`src/rtl/matmul_pkg.sv`:
```
// Shared types and constants for the single-MAC matmul sequencer.
package matmul_pkg;

    localparam int unsigned DATA_WIDTH = 16;
    localparam int unsigned M          = 32;
    localparam int unsigned IDX_W      = $clog2(M);
    localparam int unsigned DIM_W      = $clog2(M + 1);

    // Accumulator wide enough for M products of two DATA_WIDTH operands
    typedef logic signed [2*DATA_WIDTH+$clog2(M)-1:0] acc_t;

    typedef enum logic [2:0] {
        S_IDLE,
        S_RUN,
        S_DRAIN,
        S_DONE,
        S_ERR
    } state_t;

endpackage

```
`src/rtl/matmul_wr_pipe.sv`:
```
// Result-write delay line: carries (valid, row, col) DEPTH cycles to line up
// with the MAC pipeline. Synchronous flush drops everything in flight.
module matmul_wr_pipe #(
    parameter int unsigned DEPTH = 3,
    parameter int unsigned IDX_W = 5
) (
    input  logic             clk,
    input  logic             reset,
    input  logic             flush,
    input  logic             in_valid,
    input  logic [IDX_W-1:0] in_row,
    input  logic [IDX_W-1:0] in_col,
    output logic             out_valid,
    output logic [IDX_W-1:0] out_row,
    output logic [IDX_W-1:0] out_col,
    output logic             pending
);

    logic [DEPTH-1:0]            vld_q;
    logic [DEPTH-1:0][IDX_W-1:0] row_q;
    logic [DEPTH-1:0][IDX_W-1:0] col_q;
    logic [DEPTH:0]              vld_chain;
    logic [DEPTH:0][IDX_W-1:0]   row_chain;
    logic [DEPTH:0][IDX_W-1:0]   col_chain;

    // Input joins at the bottom of the chain; each register takes its lower neighbour
    assign vld_chain = {vld_q, in_valid};
    assign row_chain = {row_q, in_row};
    assign col_chain = {col_q, in_col};

    // Shift one stage per cycle, cleared on reset or flush
    always_ff @(posedge clk) begin
        if (reset || flush) begin
            vld_q <= '0;
            row_q <= '0;
            col_q <= '0;
        end else begin
            vld_q <= vld_chain[DEPTH-1:0];
            row_q <= row_chain[DEPTH-1:0];
            col_q <= col_chain[DEPTH-1:0];
        end
    end

    assign out_valid = vld_q[DEPTH-1];
    assign out_row   = row_q[DEPTH-1];
    assign out_col   = col_q[DEPTH-1];
    // Anything still in flight behind the output stage (shift drops the MSB)
    assign pending   = |(vld_q << 1);

endmodule

```
`src/rtl/matmul_seq_ctrl.sv`:
```
// Matmul sequencer: walks (i,j,k) issuing operand addresses one k-step per
// cycle, flags first/last k to the MAC, and emits aligned result writes.
// Optional MATMUL_SEQ_CTRL_PERF_EN adds the cyc_cnt job-length counter.
module matmul_seq_ctrl #(
    parameter int unsigned M       = 32,
    parameter int unsigned MAC_LAT = 3,
    parameter int unsigned IDX_W   = $clog2(M),
    parameter int unsigned DIM_W   = $clog2(M + 1)
) (
    input  logic             clk,
    input  logic             reset,
    input  logic             start,
    input  logic             abort,
    input  logic [DIM_W-1:0] dim_n,
    input  logic [DIM_W-1:0] dim_m,
    input  logic [DIM_W-1:0] dim_q,
    output logic             busy,
    output logic             done,
    output logic             err,
    output logic             rd_en,
    output logic [IDX_W-1:0] a_row,
    output logic [IDX_W-1:0] a_col,
    output logic [IDX_W-1:0] b_row,
    output logic [IDX_W-1:0] b_col,
    output logic             mac_first,
    output logic             mac_last,
    output logic             wr_en,
    output logic [IDX_W-1:0] wr_row,
    output logic [IDX_W-1:0] wr_col
`ifdef MATMUL_SEQ_CTRL_PERF_EN
    ,
    output logic [31:0]      cyc_cnt
`endif
);

    import matmul_pkg::*;

    state_t           state, state_nxt;
    logic [IDX_W-1:0] i_q, j_q, k_q;
    logic [IDX_W-1:0] n_last, m_last, q_last;
    logic             accept, dims_ok, flush, pending;
    logic             i_end, j_end, k_end, final_issue;

    assign dims_ok = (dim_n != '0) && (dim_n <= DIM_W'(M)) &&
                     (dim_m != '0) && (dim_m <= DIM_W'(M)) &&
                     (dim_q != '0) && (dim_q <= DIM_W'(M));

    assign flush       = abort && (state != S_IDLE);
    assign i_end       = (i_q == n_last);
    assign j_end       = (j_q == q_last);
    assign k_end       = (k_q == m_last);
    assign final_issue = i_end && j_end && k_end;

    // State register
    always_ff @(posedge clk) begin
        if (reset) state <= S_IDLE;
        else       state <= state_nxt;
    end

    // Next-state and control outputs; abort overrides every transition
    always_comb begin
        state_nxt = state;
        accept    = 1'b0;
        busy      = 1'b0;
        done      = 1'b0;
        err       = 1'b0;
        rd_en     = 1'b0;
        unique case (state)
            S_IDLE: begin
                if (start && !abort) begin
                    accept    = 1'b1;
                    state_nxt = dims_ok ? S_RUN : S_ERR;
                end
            end
            S_RUN: begin
                busy  = 1'b1;
                rd_en = 1'b1;
                if (final_issue) state_nxt = S_DRAIN;
            end
            S_DRAIN: begin
                busy = 1'b1;
                if (!pending) state_nxt = S_DONE;
            end
            S_DONE: begin
                done      = 1'b1;
                state_nxt = S_IDLE;
            end
            S_ERR: begin
                busy      = 1'b1;
                err       = 1'b1;
                state_nxt = S_IDLE;
            end
            default: state_nxt = S_IDLE;
        endcase
        if (flush) state_nxt = S_IDLE;
    end

    // Dimension latch and i/j/k loop counters; counters hold after the final issue
    always_ff @(posedge clk) begin
        if (reset) begin
            i_q    <= '0;
            j_q    <= '0;
            k_q    <= '0;
            n_last <= '0;
            m_last <= '0;
            q_last <= '0;
        end else if (accept) begin
            i_q    <= '0;
            j_q    <= '0;
            k_q    <= '0;
            n_last <= IDX_W'(dim_n - DIM_W'(1));
            m_last <= IDX_W'(dim_m - DIM_W'(1));
            q_last <= IDX_W'(dim_q - DIM_W'(1));
        end else if (state == S_RUN && !final_issue) begin
            if (k_end) begin
                k_q <= '0;
                if (j_end) begin
                    j_q <= '0;
                    i_q <= i_q + 1'b1;
                end else begin
                    j_q <= j_q + 1'b1;
                end
            end else begin
                k_q <= k_q + 1'b1;
            end
        end
    end

    assign a_row     = i_q;
    assign a_col     = k_q;
    assign b_row     = k_q;
    assign b_col     = j_q;
    assign mac_first = rd_en && (k_q == '0);
    assign mac_last  = rd_en && k_end;

    matmul_wr_pipe #(
        .DEPTH (MAC_LAT),
        .IDX_W (IDX_W)
    ) u_wr_pipe (
        .clk       (clk),
        .reset     (reset),
        .flush     (flush),
        .in_valid  (mac_last),
        .in_row    (i_q),
        .in_col    (j_q),
        .out_valid (wr_en),
        .out_row   (wr_row),
        .out_col   (wr_col),
        .pending   (pending)
    );

`ifdef MATMUL_SEQ_CTRL_PERF_EN
    // Job length: acceptance cycle counts as 1, then +1 per busy cycle; frozen on abort
    always_ff @(posedge clk) begin
        if (reset)                cyc_cnt <= '0;
        else if (accept)          cyc_cnt <= 32'd1;
        else if (busy && !flush)  cyc_cnt <= cyc_cnt + 32'd1;
    end
`endif

endmodule

```
`config.mk`:
```
export PLATFORM = sky130hd
export DESIGN_NAME = matmul_seq_ctrl
export DESIGN_NICKNAME = d
export VERILOG_FILES = /design/src/rtl/matmul_pkg.sv /design/src/rtl/matmul_wr_pipe.sv /design/src/rtl/matmul_seq_ctrl.sv
export SDC_FILE = /design/constraint.sdc
export NUM_CORES = 1
export LEC_CHECK = 0
export ABC_CLOCK_PERIOD_IN_PS = 5900
export BUFFER_PORTS_ARGS = -buffer_cell sky130_fd_sc_hd__buf_2
export CORE_MARGIN = 2
export CORE_UTILIZATION = 35
export CTS_BUF_LIST = sky130_fd_sc_hd__clkbuf_8
export CTS_CLUSTER_SIZE = 28
export DETAILED_ROUTE_END_ITERATION = 8
export PLACE_DENSITY_LB_ADDON = 0.25
export SKIP_LAST_GASP = 1
export SLEW_MARGIN = 20
export SYNTH_ARGS = -nofsm -noshare
export SYNTH_HDL_FRONTEND = slang
export SYNTH_SLANG_ARGS = --single-unit
```
`constraint.sdc`:
```
create_clock -name clk -period 5.9 [get_ports clk]
set_clock_uncertainty 0.2 [all_clocks]
set_input_delay 0.59 -clock clk [delete_from_list [all_inputs] [get_ports clk]]
set_output_delay 0.59 -clock clk [all_outputs]
set_load 0.01 [all_outputs]
```
==> impl_metrics.prom <==
# TYPE chip_impl_metric gauge
chip_impl_info{name="ctsRootBufferMaster",value="sky130_fd_sc_hd__clkbuf_8"} 1
chip_impl_metric{name="synthArstFlopShare",unit="%"} 0
chip_impl_info{name="worstSetupEndpointType",value="output port"} 1
chip_impl_metric{name="syn-cell-area",unit="mm²"} 0.002970
chip_impl_info{name="yosysMostFrequentCell",value="sky130_fd_sc_hd__dfxtp_1"} 1
chip_impl_metric{name="cts_repair_resize_count",unit=""} 0
chip_impl_metric{name="cts_buffers",unit=""} 9
chip_impl_metric{name="finalHoldWorstSlack",unit="ps"} 221.0
chip_impl_metric{name="synth_top_cell_area_share",unit="%"} 44.48
chip_impl_metric{name="overflow",unit=""} 0
chip_impl_metric{name="max_slew.worst_pin.slew",unit="ps"} 682.1
chip_impl_metric{name="finalHoldViolCount",unit=""} 0
chip_impl_metric{name="route.detailed.wl_per_inst",unit="µm"} 12.12
chip_impl_metric{name="die_width",unit="µm"} 96.13
chip_impl_metric{name="port_buffers",unit=""} 58
chip_impl_metric{name="drt-total-wl",unit="mm"} 5.441
chip_impl_metric{name="maximum_number_of_pins_on_one_net_before_global_route_repair",unit=""} 36
chip_impl_metric{name="syn_inst",unit=""} 307
chip_impl_metric{name="ys_ff_latch",unit=""} 66
chip_impl_info{name="cts_tree",value="yes"} 1
chip_impl_info{name="ranking_of_synthesized_cells_by_instance_count",value="sky130_fd_sc_hd__dfxtp_1 (66), sky130_fd_sc_hd__and2_1 (33), sky130_fd_sc_hd__buf_4 (25)"} 1
chip_impl_metric{name="synth-seq-area-share",unit="%"} 44.48
chip_impl_metric{name="die_area",unit="mm²"} 0.009240
chip_impl_info{name="crit_path_cell_trace",value="nand2b_4 -> or2_4 -> clkinv_4 -> and4_1 -> buf_2"} 1
chip_impl_metric{name="clkTransAtPathRegs",unit="ps"} 70
chip_impl_metric{name="antenna_violation_net_count_after_detailed_routing",unit=""} 0
chip_impl_metric{name="power.static_leakage",unit="µW"} 0.001469
chip_impl_metric{name="io_pins",unit=""} 59
chip_impl_metric{name="ctsLongestPathBuffers",unit=""} 2
chip_impl_info{name="dominantRegCellSynth",value="sky130_fd_sc_hd__dfxtp_1"} 1
chip_impl_metric{name="dr.pass1.iters",unit=""} 4
chip_impl_metric{name="antennaDiodeCount",unit=""} 0
chip_impl_metric{name="vdd_drop_max",unit="V"} 0.00009495
chip_impl_metric{name="dp_hpwl",unit="mm"} 3.953
chip_impl_metric{name="warnings_from_yosys",unit=""} 0
chip_impl_info{name="worst_setup_path_start_kind",value="register"} 1
chip_impl_info{name="grt_setup_unrepaired",value="false"} 1
chip_impl_metric{name="cp_data_required_time",unit="ps"} 5110
chip_impl_info{name="hold_path.class",value="reg2reg"} 1
chip_impl_metric{name="number_of_flops_mapped_to_enable_cells_by_yosys",unit=""} 0
chip_impl_metric{name="p_per_area",unit="mW/mm²"} 283.6
chip_impl_metric{name="share_of_cells_above_drive_strength_1",unit="%"} 24.71
chip_impl_metric{name="final_nets",unit=""} 369
chip_impl_metric{name="areaGrowthSynthToFinish",unit="%"} 13.02
chip_impl_metric{name="syn-mean-instance-area",unit="µm²"} 9.675
chip_impl_metric{name="critPathMaxStageDelay",unit="ps"} 590
chip_impl_metric{name="count_of_endpoints_failing_setup_in_the_final_report",unit=""} 0
chip_impl_metric{name="cts_setup_buffers",unit=""} 0
chip_impl_info{name="timing.setup.critical_path_class",value="reg2out"} 1
chip_impl_metric{name="fmax",unit="GHz"} 0.3725
chip_impl_metric{name="initial_standard_cell_utilization_of_the_core",unit="%"} 36.15
chip_impl_metric{name="grtUsageTotal",unit="%"} 12.87
chip_impl_metric{name="cap_violations",unit=""} 0
chip_impl_metric{name="routabilityCongestion",unit=""} 0.7982
chip_impl_info{name="timing.critical_path.slowest_stage_cell",value="sky130_fd_sc_hd__dfxtp_1"} 1
chip_impl_metric{name="drt-vias-per-instance",unit=""} 4.561
chip_impl_metric{name="setup-tns-final",unit="ps"} 0
chip_impl_info{name="synth_area_leader_cell",value="sky130_fd_sc_hd__dfxtp_1"} 1
chip_impl_metric{name="grt_pass1_vias",unit=""} 1845
chip_impl_metric{name="floorplan.core_area",unit="mm²"} 0.008217
chip_impl_metric{name="rel_slew_slack",unit="%"} 54.25
chip_impl_metric{name="final_max_tran_viols",unit=""} 0
chip_impl_metric{name="drt-initial-drc-count",unit=""} 66
chip_impl_metric{name="initial_antenna_violation_count",unit=""} 0
chip_impl_metric{name="synth_fp_nets",unit=""} 337
chip_impl_info{name="ys_top_cells_by_area",value="sky130_fd_sc_hd__dfxtp_1 (44%), sky130_fd_sc_hd__and2_1 (7.0%), sky130_fd_sc_hd__buf_4 (6.3%)"} 1
chip_impl_metric{name="critPathMaxFanout",unit=""} 9
chip_impl_metric{name="placement_rows",unit=""} 33
chip_impl_metric{name="post-route-drc-count",unit=""} 0
chip_impl_metric{name="wire_length_of_the_first_global_routing_pass",unit="mm"} 9.059
chip_impl_info{name="status",value="completed"} 1
chip_impl_metric{name="via_count",unit=""} 2048
chip_impl_metric{name="fin_crit",unit="ps"} 2684
chip_impl_metric{name="timing.critical_path.arrival",unit="ps"} 1890
chip_impl_metric{name="hold_buffers",unit=""} 0
chip_impl_metric{name="cts.sink_count",unit=""} 66
chip_impl_metric{name="chipHeight",unit="µm"} 96.13
chip_impl_metric{name="synth.distinct_cells",unit=""} 50
chip_impl_metric{name="clkLatencyLatePin",unit="ps"} 330
chip_impl_metric{name="cts-htree-levels",unit=""} 3
chip_impl_metric{name="min_period_over_period",unit="%"} 45.50
[worst paths after layout]
path                                 startpoint                              end  slack [ps]  cells after the start
max                       state[0]$_SDFFE_PP0P_                         mac_last        3220                      5
min          u_wr_pipe.col_chain[12]$_SDFF_PP0_  u_wr_pipe.out_col[2]$_SDFF_PP0_         220                      1
max reg2reg               a_col[1]$_SDFFE_PP0P_            a_col[4]$_SDFFE_PP0P_        3550                      6
min reg2reg  u_wr_pipe.col_chain[12]$_SDFF_PP0_  u_wr_pipe.out_col[2]$_SDFF_PP0_         220                      1
[placed cells by master (no fill, tap or decap), drive strengths merged, types with 2 or more instances in the layout]
master | netlist | layout
nand3 | 6 | 6
and2 | 33 | 33
dfxtp | 66 | 66
nor3 | 7 | 7
ha | 8 | 8
nand4 | 2 | 2
or3 | 7 | 7
xnor2 | 19 | 19
buf | 31 | 59
o21ai | 5 | 5
nand2b | 3 | 3
inv | 11 | 13
a32oi | 2 | 2
nor2b | 2 | 2
nor4 | 2 | 2
clkbuf | 7 | 10
xor2 | 11 | 11
mux2i | 3 | 3
a211oi | 15 | 15
nor3b | 7 | 7
clkinv | 1 | 3
or2 | 2 | 2
nor2 | 24 | 24
nor4b | 2 | 2
a21oi | 10 | 10
o31ai | 2 | 2
nand2 | 8 | 8
[flip-flops by register name, summed over array words and instances, names as in the netlist]
| name | flops |
|---|---|
| a_col | 5 |
| a_row | 5 |
| b_col | 5 |
| m_last | 5 |
| n_last | 5 |
| q_last | 5 |
| state | 3 |
| u_wr_pipe.col_chain | 10 |
| u_wr_pipe.out_col | 5 |
| u_wr_pipe.out_row | 5 |
| u_wr_pipe.row_chain | 10 |
| u_wr_pipe.vld_q | 3 |
[stage by stage]
step,utilization [%],instance area (µm²),total power (µW),setup WS (ps),std cells
finish,40.86,3357,952.0,3216,449
global route,40.86,3357,1004,3084,449
CTS,40.76,3349,965.8,3194,449
detailed placement,38.37,3153,594.2,3309,433
global placement,38.37,3153,592.5,3335,433
floorplan,-,2970,562.5,3787,307
[where the power goes]
group | switching (µW) | leakage, µW | total (µW) | internal (µW)
clock | 165 | 0.000105 | 369 | 204
combinational | 67.3 | 0.000830 | 113 | 45.5
sequential | 13.0 | 0.000534 | 471 | 458
[worst max-delay path: cells and delay by family, from the launching register on]
family                 cells  cell delay [ps]
buffers and inverters      2              270
DFF                        1              590
and+or+nand+nor            3              710
[cell type report]
class	instances	area, µm²
timing repair buffer	59	297.8
fill	856	4860
clock inverter	6	58.81
sequential	66	1321
clock buffer	10	137.6
inverter	12	50.05
multi-input combinational	191	1360
tap	105	131.4
[metal layers]
layer | GRT usage, % | wire (µm) | vias to the layer above
met5 | 0 | 0 | -
met4 | 8.333 | 125 | 0
met3 | 3.054 | 329 | 10
met2 | 18.58 | 2377 | 59
met1 | 17.04 | 2608 | 906
li1 | - | - | 1073
[logic make-up after synthesis]
| logic type | synth area share, % |
|---|---|
| AO/OA/AOI/OAI | 9.815 |
| XOR/XNOR | 8.846 |
| adder cells (fa/ha/maj) | 3.370 |
| buffers and inverters | 10.32 |
| flip-flops | 44.48 |
| multiplexers | 1.011 |
| AND/OR/NAND/NOR | 22.16 |
Note: power is estimated with default switching activity, not from simulation.
